$ cat src/rtl/psum_accum_fifo.sv
// psum_accum_fifo: multi-lane partial-sum FIFO for the convolution accelerator.
// Pushes PAR_WRITE words per accepted write, pops PAR_READ words per accepted read.
// Store mode buffers din unchanged; accumulate mode stores din + psum_in per lane.
// Optional feature macro: PSUM_SAT_EN (clamp accumulate sums, sticky sat_flag).
// Without PSUM_SAT_EN, sums wrap modulo 2**WIDTH and sat_flag is tied low.
module psum_accum_fifo #(
  parameter int unsigned WIDTH     = 16,
  parameter int unsigned ADDR_LEN  = 6,
  parameter int unsigned PAR_WRITE = 2,
  parameter int unsigned PAR_READ  = 1
) (
  input  logic                          clk,
  input  logic                          rst,
  input  logic                          mode,
  input  logic                          wen,
  input  logic [PAR_WRITE*WIDTH-1:0]    din,
  input  logic                          psum_valid,
  input  logic [PAR_WRITE*WIDTH-1:0]    psum_in,
  output logic                          psum_ready,
  input  logic                          ren,
  output logic [PAR_READ*WIDTH-1:0]     dout,
  output logic                          dout_valid,
  output logic                          full,
  output logic                          empty,
  output logic [ADDR_LEN:0]             count,
  output logic                          sat_flag
);

  localparam int unsigned DEPTH = 1 << ADDR_LEN;
  localparam int unsigned CW    = ADDR_LEN + 1;

  logic [WIDTH-1:0]    mem [DEPTH];
  logic [WIDTH-1:0]    wdata [PAR_WRITE];
  logic [ADDR_LEN-1:0] wptr;
  logic [ADDR_LEN-1:0] rptr;
  logic [CW-1:0]       free_slots;
  logic [CW-1:0]       count_nxt;
  logic                push;
  logic                pop;

  // Occupancy flags and handshakes, all from the pre-update count
  always_comb begin
    free_slots = CW'(DEPTH) - count;
    full       = free_slots < CW'(PAR_WRITE);
    empty      = count < CW'(PAR_READ);
    psum_ready = mode & wen & ~full;
    push       = ~rst & wen & ~full & (~mode | psum_valid);
    pop        = ~rst & ren & ~empty;
  end

`ifdef PSUM_SAT_EN
  logic [PAR_WRITE-1:0] lane_ovf;
`endif

  // Per-lane write data: pass-through in store mode, signed add in accumulate mode
  for (genvar k = 0; k < int'(PAR_WRITE); k++) begin : g_lane
    logic [WIDTH-1:0] lane_din;
    logic [WIDTH-1:0] lane_psum;
    logic [WIDTH-1:0] lane_acc;

    assign lane_din  = din[k*WIDTH +: WIDTH];
    assign lane_psum = psum_in[k*WIDTH +: WIDTH];

`ifdef PSUM_SAT_EN
    logic [WIDTH:0] sum_ext;
    // One extra bit exposes signed overflow: top two bits differ on overflow
    assign sum_ext     = {lane_din[WIDTH-1], lane_din} + {lane_psum[WIDTH-1], lane_psum};
    assign lane_ovf[k] = sum_ext[WIDTH] ^ sum_ext[WIDTH-1];
    assign lane_acc    = !lane_ovf[k] ? sum_ext[WIDTH-1:0] :
                         sum_ext[WIDTH] ? {1'b1, {(WIDTH-1){1'b0}}} :
                                          {1'b0, {(WIDTH-1){1'b1}}};
`else
    assign lane_acc = lane_din + lane_psum;
`endif

    assign wdata[k] = mode ? lane_acc : lane_din;
  end

  // Next occupancy: add pushed words, remove popped words
  always_comb begin
    count_nxt = count;
    if (push) count_nxt = count_nxt + CW'(PAR_WRITE);
    if (pop)  count_nxt = count_nxt - CW'(PAR_READ);
  end

  // Pointers and occupancy; pointer wrap comes for free from ADDR_LEN-bit width
  always_ff @(posedge clk) begin
    if (rst) begin
      wptr  <= '0;
      rptr  <= '0;
      count <= '0;
    end else begin
      if (push) wptr <= wptr + ADDR_LEN'(PAR_WRITE);
      if (pop)  rptr <= rptr + ADDR_LEN'(PAR_READ);
      count <= count_nxt;
    end
  end

  // Storage array, lanes written to consecutive slots; contents survive reset
  always_ff @(posedge clk) begin
    if (push) begin
      for (int k = 0; k < int'(PAR_WRITE); k++) begin
        mem[wptr + ADDR_LEN'(k)] <= wdata[k];
      end
    end
  end

  // Registered read port, one-cycle latency, holds value between pops
  always_ff @(posedge clk) begin
    if (rst) begin
      dout       <= '0;
      dout_valid <= 1'b0;
    end else begin
      dout_valid <= pop;
      if (pop) begin
        for (int k = 0; k < int'(PAR_READ); k++) begin
          dout[k*WIDTH +: WIDTH] <= mem[rptr + ADDR_LEN'(k)];
        end
      end
    end
  end

`ifdef PSUM_SAT_EN
  // Sticky saturation indicator, set by any clamped accumulate push
  always_ff @(posedge clk) begin
    if (rst) begin
      sat_flag <= 1'b0;
    end else if (push && mode && (|lane_ovf)) begin
      sat_flag <= 1'b1;
    end
  end
`else
  assign sat_flag = 1'b0;
`endif

endmodule

$ cat config.mk
export PLATFORM = sky130hd
export DESIGN_NAME = psum_accum_fifo
export DESIGN_NICKNAME = d
export VERILOG_FILES = /design/src/rtl/psum_accum_fifo.sv
export SDC_FILE = /design/constraint.sdc
export NUM_CORES = 1
export LEC_CHECK = 0
export CAP_MARGIN = 20
export CORE_MARGIN = 4
export CORE_UTILIZATION = 40
export DETAILED_ROUTE_END_ITERATION = 7
export PLACE_DENSITY_LB_ADDON = 0.25
export SYNTH_ARGS = -nofsm -noshare
export SYNTH_HDL_FRONTEND = slang
export SYNTH_SLANG_ARGS = --single-unit
$ cat constraint.sdc
create_clock -name clk -period 5.85 [get_ports clk]
set_clock_uncertainty 0.05 [all_clocks]
set_input_delay 1.17 -clock clk [delete_from_list [all_inputs] [get_ports clk]]
set_output_delay 1.17 -clock clk [all_outputs]
set_load 0.02 [all_outputs]
==> results of run 1 <==
==> cells in the mapped netlist, types with 3 or more instances <==
cell type     n
o21a_1       10
mux4_2      320
a21oi_1      22
o211ai_1      5
clkbuf_1     52
xor2_1       15
and2_1        3
buf_2        27
nand3b_1      4
nand2b_1      7
a311oi_1      3
nor2_1       66
or4_1         3
o221ai_1     16
edfxtp_1   1024
a21boi_0      3
o21ai_0      22
nand2_1      51
nand3_1       8
mux2_2       13
dfxtp_1      35
inv_1        22
a211oi_1      8
nand4_1      10
mux2i_1      38
buf_1        18
o311ai_0      3
ha_1         39
a21o_1       11
o21bai_1      3
and3_1        6
nor2b_1       6
or3_1         9
nor3_1        6
xnor2_1      15
o31ai_1       7
==> cells by family (layout without fill, tap and decap cells) <==
| logic type | after synthesis | count (layout) | share of synthesized area [%] |
|---|---|---|---|
| compound gates | 135 | 135 | 2.342 |
| xor+xnor | 30 | 30 | 0.6193 |
| buf+inv | 124 | 405 | 1.212 |
| fa+ha+maj | 41 | 41 | 1.245 |
| flops | 1059 | 1059 | 74.13 |
| mux | 373 | 373 | 18.29 |
| simple gates | 190 | 190 | 2.153 |
| other cells | 1 | 2 | 0.008839 |
==> layout by cell type, fill, tap and decap left out, types with 16 or more instances in the layout <==
master           Yosys  routed
clkdlybuf4s50_1      0      95
nor2_4               0      32
ha_1                39      39
mux4_2             320     320
clkinv_2             0      22
edfxtp_1          1024    1024
inv_1               22      22
nor2_1              66      34
buf_4                2      79
dfxtp_1             35      30
o221ai_1            16      16
mux2i_1             38      36
a21oi_1             22      22
clkbuf_16            0     108
nand2_1             51      51
clkinv_1             0      32
o21ai_0             22      19
==> routing by layer <==
layer  share of wire (%)  vias up
met3                 7.9      123
met4                 1.6        0
met1                  41    11190
met5                   0        -
li1                    -     8662
met2                  49      772
==> sequential cells by signal, indices dropped and copies added, names as in the netlist <==
| register | cells |
|---|---|
| wptr | 5 |
| rptr | 6 |
| dout_valid | 1 |
| dout | 16 |
| mem | 1024 |
| count | 7 |
==> worst min-delay path, stage by stage, from the launching register on <==
cell and delay (ns):
dfxtp_1 0.33, nand2_1 0.05, o221ai_1 0.06
==> power by group through the flow <==
stage,Combinational (mW),Sequential (mW),Clock [mW]
2_1_floorplan,2.82,8.94,0
3_3_place_gp,4.21,9.05,0
3_5_place_dp,4.26,9.05,0
4_1_cts,4.27,8.89,6.86
5_1_grt,4.48,8.91,7.17
6_report,4.18,8.88,6.72
==> final cells by class <==
cell class,count,share of cell area (%)
clock buffer,118,5.553
tap,1391,3.527
sequential,1059,63.77
inverter,24,0.1826
clock inverter,78,1.461
multi-input combinational,770,21.94
antenna,1,0.005071
timing repair buffer,185,3.565
==> worst min path at each step <==
stage / endpoint / slack (ns) / depth (start not counted)
after floorplan: rptr[5]$_SDFFE_PP0P_ / 0.44 / 2
after global placement: dout[1]$_SDFFE_PP0P_ / 0.41 / 2
after detailed placement: dout[1]$_SDFFE_PP0P_ / 0.41 / 2
after CTS: dout[1]$_SDFFE_PP0P_ / 0.44 / 2
after global routing: dout[1]$_SDFFE_PP0P_ / 0.49 / 2
final: dout[1]$_SDFFE_PP0P_ / 0.43 / 2
==> impl_metrics.toml, run 1 <==
[outcome]
status = "finished clean"

[die]
die-area_mm2 = 0.1113
die_h_um = 333.7
start_util_pct = 40.30
design.core.area_mm2 = 0.1053
row_count = 119
io_pins = 98
die_w_um = 333.7

[worst_setup_path]
r2r_cells = 9
crit_slowest_cell = "nor2_4"
cp_num_buf_inv = 4
r2r_slack_ns = 1.48
cpMostUsedCell = "buf_4"
cp_cell_sequence = "clkdlybuf4s50_1, buf_4, inv_1, o211ai_1, a21oi_1, nand2_1, nor2_4, buf_4"
startpoint_type = "input port"
startpoint = "rst"
r2r-end = "mem[30][3]$_DFFE_PP_"
cpPeakStageDelay_ns = 0.95
endpoint = "mem[30][3]$_DFFE_PP_"
end_kind = "register"
arrival_ns = 4.76
critPathTopFamily = "simple AND/OR/NAND/NOR gates"
cp.depth = 8
critPathMaxFanout = 21
cp.required_ns = 6.16
r2r-start = "count[1]$_SDFF_PP0_"
worstSetupPathType = "input port to register"

[cts]
cts_root_buffer = "clkbuf_16"
post_cts_resized = 0
cts_hold_buf = 0
cts_tree = "done"
clk_latency_ns = 0.67
cts_setup_buffers = 0
clk_pin_slew_worst_paths_ns = 0.06
htree_levels = 3
cts_buffers = 106
cts.sinks = 1059
clk_path_buf_depth = 3

[cells_and_area]
stdcell_count = 3626
final_area_mm2 = 0.04934
drive_above_1_share_pct = 28.65
post-route-util_pct = 46.87
fill_cells = 8555
seqCellArea_mm2 = 0.03147
area_delta_synth_final_pct = 16.31
multi_input_area_mm2 = 0.01082
final_nets = 2257

[timing]
fin_setup_tns_ns = 0
slew_violations = 0
slew_headroom_pct = 33.21
rsz0062_at_grt = "no"
setup_violations = 0
fmax_mhz = 224.6
fin_crit_ns = 4.452
hold_slack_ns = 0.4344
fin_crit_sh_pct = 76.10
tightest_slew_ns = 1.002
hold_violations = 0
setup_ws_ns = 1.398

[power]
p_seq_share_pct = 44.9
pwr-share-clk_pct = 34.0
leakagePower_nw = 15.07
p_int_mw = 14.52
combPwrFrac_pct = 21.1
power_density_mw_per_mm2 = 400.8
total_power_mw = 19.77
ir_drop_mv = 0.2429
p_sw_mw = 5.256
sw_frac_of_total_pct = 26.58

[global_route]
antenna_found_initial = 2
grt_busiest_layer = "met2"
grt_pass1_wl_mm = 152.7
grt_max_degree = 90
grt_usage_pct = 18.80
use_met2_pct = 30.80
first_global_vias = 21870
met3_usage_pct = 4.364
use_met1_pct = 26.01
gr-total-overflow = 0

[worst_hold_path]
min_from = "dout[1]$_SDFFE_PP0P_"
hold_class = "register to register"

[yosys]
synth_async_sr_flop_share_pct = 0
netlist_area_mm2 = 0.04243
synth_area_leaders = "edfxtp_1 72%, mux4_2 17%, dfxtp_1 1.7%, ha_1 1.2%, mux2i_1 0.90%"
syn-mean-instance-area_um2 = 21.72
synth_seq_cells = 1059
synth.largest_area_cell = "edfxtp_1"
synth_flop_cell = "edfxtp_1"
ys_warn_count = 0
synth_nets = 2064
ys_seq_area_share_pct = 74.13
synthCells = 1953
synth_enable_flop_cells = 1024
yosysTopAreaCellShare_pct = 72.48
yosysUniqueCellTypes = 70

[place]
placed_area_mm2 = 0.04581
dp_hpwl_mm = 63.40
port_buffers = 96
finalWeightedCongestion = 0.7714
pre_cts_slack_ns = 0.8316
dp.cells = 3426

[routing]
vias = 20740
drtPass1Iterations = 5
first_iter_violations = 2052
wl_mm = 104.5
ant_nets = 0
vias_per_cell = 5.721
drcViolationCount = 0
wire_per_inst_um = 28.81

[run]
cap_violations = 0
(Power assumes the default switching activity.)
==> inputs of run 2 (changes only) <==
==> constraint.sdc (replaced) <==
create_clock -name clk -period 4.7 [get_ports clk]
set_clock_uncertainty 0.05 [all_clocks]
set_input_delay 0.94 -clock clk [delete_from_list [all_inputs] [get_ports clk]]
set_output_delay 0.94 -clock clk [all_outputs]
set_load 0.02 [all_outputs]
==> run 2 against run 1 <==
Critical path depth down 1. Wire length down 4.9%. Via count about the same. Count of clock-buffer cells in the layout up 16. First-iteration DRC count down 6.4%. Critical endpoint is now full. Largest cell class unchanged. Largest power group unchanged.
==> impl_metrics.toml, run 2 (synthesized netlist as in run 1, its figures left out) <==
[routing]
vias_per_cell = 5.685
wl_mm = 99.30
first_iter_violations = 1920
vias = 20760
drtPass1Iterations = 5
wire_per_inst_um = 27.19
drcViolationCount = 0
ant_nets = 0

[global_route]
grt_max_degree = 64
first_global_vias = 21710
gr-total-overflow = 0
grt_pass1_wl_mm = 147.6
use_met1_pct = 26.80
antenna_found_initial = 4
grt_usage_pct = 17.89
use_met2_pct = 27.73
met3_usage_pct = 2.766
grt_busiest_layer = "met2"

[worst_setup_path]
cp.depth = 7
worstSetupPathType = "register to primary output"
cpPeakStageDelay_ns = 0.61
startpoint_type = "register"
r2r_cells = 10
endpoint = "full"
r2r-start = "count[1]$_SDFF_PP0_"
startpoint = "count[1]$_SDFF_PP0_"
cp_cell_sequence = "inv_1, ha_1, and3b_1, a21oi_1, o31ai_1, and2_1, clkdlybuf4s50_1"
r2r-end = "mem[30][2]$_DFFE_PP_"
r2r_slack_ns = 1.05
crit_slowest_cell = "clkdlybuf4s50_1"
end_kind = "primary output"
arrival_ns = 3.03
cp.required_ns = 3.71
cp_num_buf_inv = 2
critPathTopFamily = "buffers and inverters"
critPathMaxFanout = 6

[cts]
clk_latency_ns = 0.69
post_cts_resized = 0
cts_setup_buffers = 0
cts_hold_buf = 0
cts.sinks = 1059
htree_levels = 3
cts_buffers = 107
cts_root_buffer = "clkbuf_16"
clk_path_buf_depth = 3
cts_tree = "done"
clk_pin_slew_worst_paths_ns = 0.06

[outcome]
status = "finished clean"

[cells_and_area]
area_delta_synth_final_pct = 16.83
top_regs = "mem x1024, dout x16, count x7"
largest_reg_flops = 1024
antennaDiodeCount = 0
final_cell_mix = "1024 x edfxtp_1, 320 x mux4_2, 107 x clkbuf_16"
regMostFlops = "mem"
post-route-util_pct = 47.09
final_nets = 2281
final_common_cell = "edfxtp_1"
drive_above_1_share_pct = 29.23

[timing]
fin_crit_sh_pct = 85.52
slew_headroom_pct = 25.05
rsz0062_at_grt = "no"
fin_crit_ns = 4.020
setup_ws_ns = 0.6804
tightest_slew_ns = 1.122
slew_violations = 0
fin_setup_tns_ns = 0
fmax_mhz = 248.8
setup_violations = 0
hold_violations = 0

[place]
dp_hpwl_mm = 60.21
pre_cts_slack_ns = 0.3150
finalWeightedCongestion = 0.8214
port_buffers = 96

[die]
die-area_mm2 = 0.1113
die_w_um = 333.7
io_pins = 98
start_util_pct = 40.30
die_h_um = 333.7
design.core.area_mm2 = 0.1053
row_count = 119

[run]
cap_violations = 0

[power]
ir_drop_mv = 0.3438
power_density_mw_per_mm2 = 487.8
leakagePower_nw = 15.17

[worst_hold_path]
hold_class = "register to register"
-- run 2: how the worst min path moves through the flow --
stage,from,to,slack [ns],cells after the start
after global routing,dout[8]$_SDFFE_PP0P_,dout[8]$_SDFFE_PP0P_,0.49,2
after floorplan,rptr[5]$_SDFFE_PP0P_,rptr[5]$_SDFFE_PP0P_,0.44,2
after detailed placement,dout[1]$_SDFFE_PP0P_,dout[1]$_SDFFE_PP0P_,0.45,2
after global placement,dout[7]$_SDFFE_PP0P_,dout[7]$_SDFFE_PP0P_,0.45,2
after CTS,dout[1]$_SDFFE_PP0P_,dout[1]$_SDFFE_PP0P_,0.47,2
final,dout[1]$_SDFFE_PP0P_,dout[1]$_SDFFE_PP0P_,0.47,2
-- run 2: stage by stage --
stage | area, um2 | hold WS (ns) | instances | total power [mW]
floorplan | 42430 | 0.4419 | 1953 | 14.63
global placement | 46180 | 0.4474 | 3452 | 16.23
detailed placement | 46180 | 0.4521 | 3452 | 16.31
CTS | 49570 | 0.4699 | 3652 | 24.49
global route | 49570 | 0.4918 | 3652 | 25.19
finish | 49570 | 0.4669 | 3652 | 24.18
-- run 2: per-layer routing --
layer / vias up / routed length (um) / part of all wire [%]
met2: 704 / 46600 / 47
met4: 0 / 1749 / 1.8
li1: 8707 / - / -
met5: - / 0 / 0
met3: 104 / 6519 / 6.6
met1: 11250 / 44430 / 45
-- run 2: area by class of cell --
cell class	count	area, um2
fill	8531	55700
multi-input combinational	770	10850
tap	1391	1740
clock inverter	66	539.3
clock buffer	134	2849
inverter	24	90.09
sequential	1059	31470
timing repair buffer	208	2034
-- run 2: report_power, final --
| part | switching (mW) | internal, mW |
|---|---|---|
| clock network | 3.52 | 4.63 |
| logic | 2.45 | 2.51 |
| registers | 0.292 | 10.8 |
-- run 2: worst register-to-register path: stages, from the launching register on --
cell and delay [ns]:
dfxtp_1 0.36, inv_1 0.18, ha_1 0.25, nand2b_4 0.09, o31ai_2 0.26, o41ai_4 0.15
a21oi_1 0.62, nand2_1 0.49, buf_4 0.32, nor2_4 0.12, buf_4 0.36
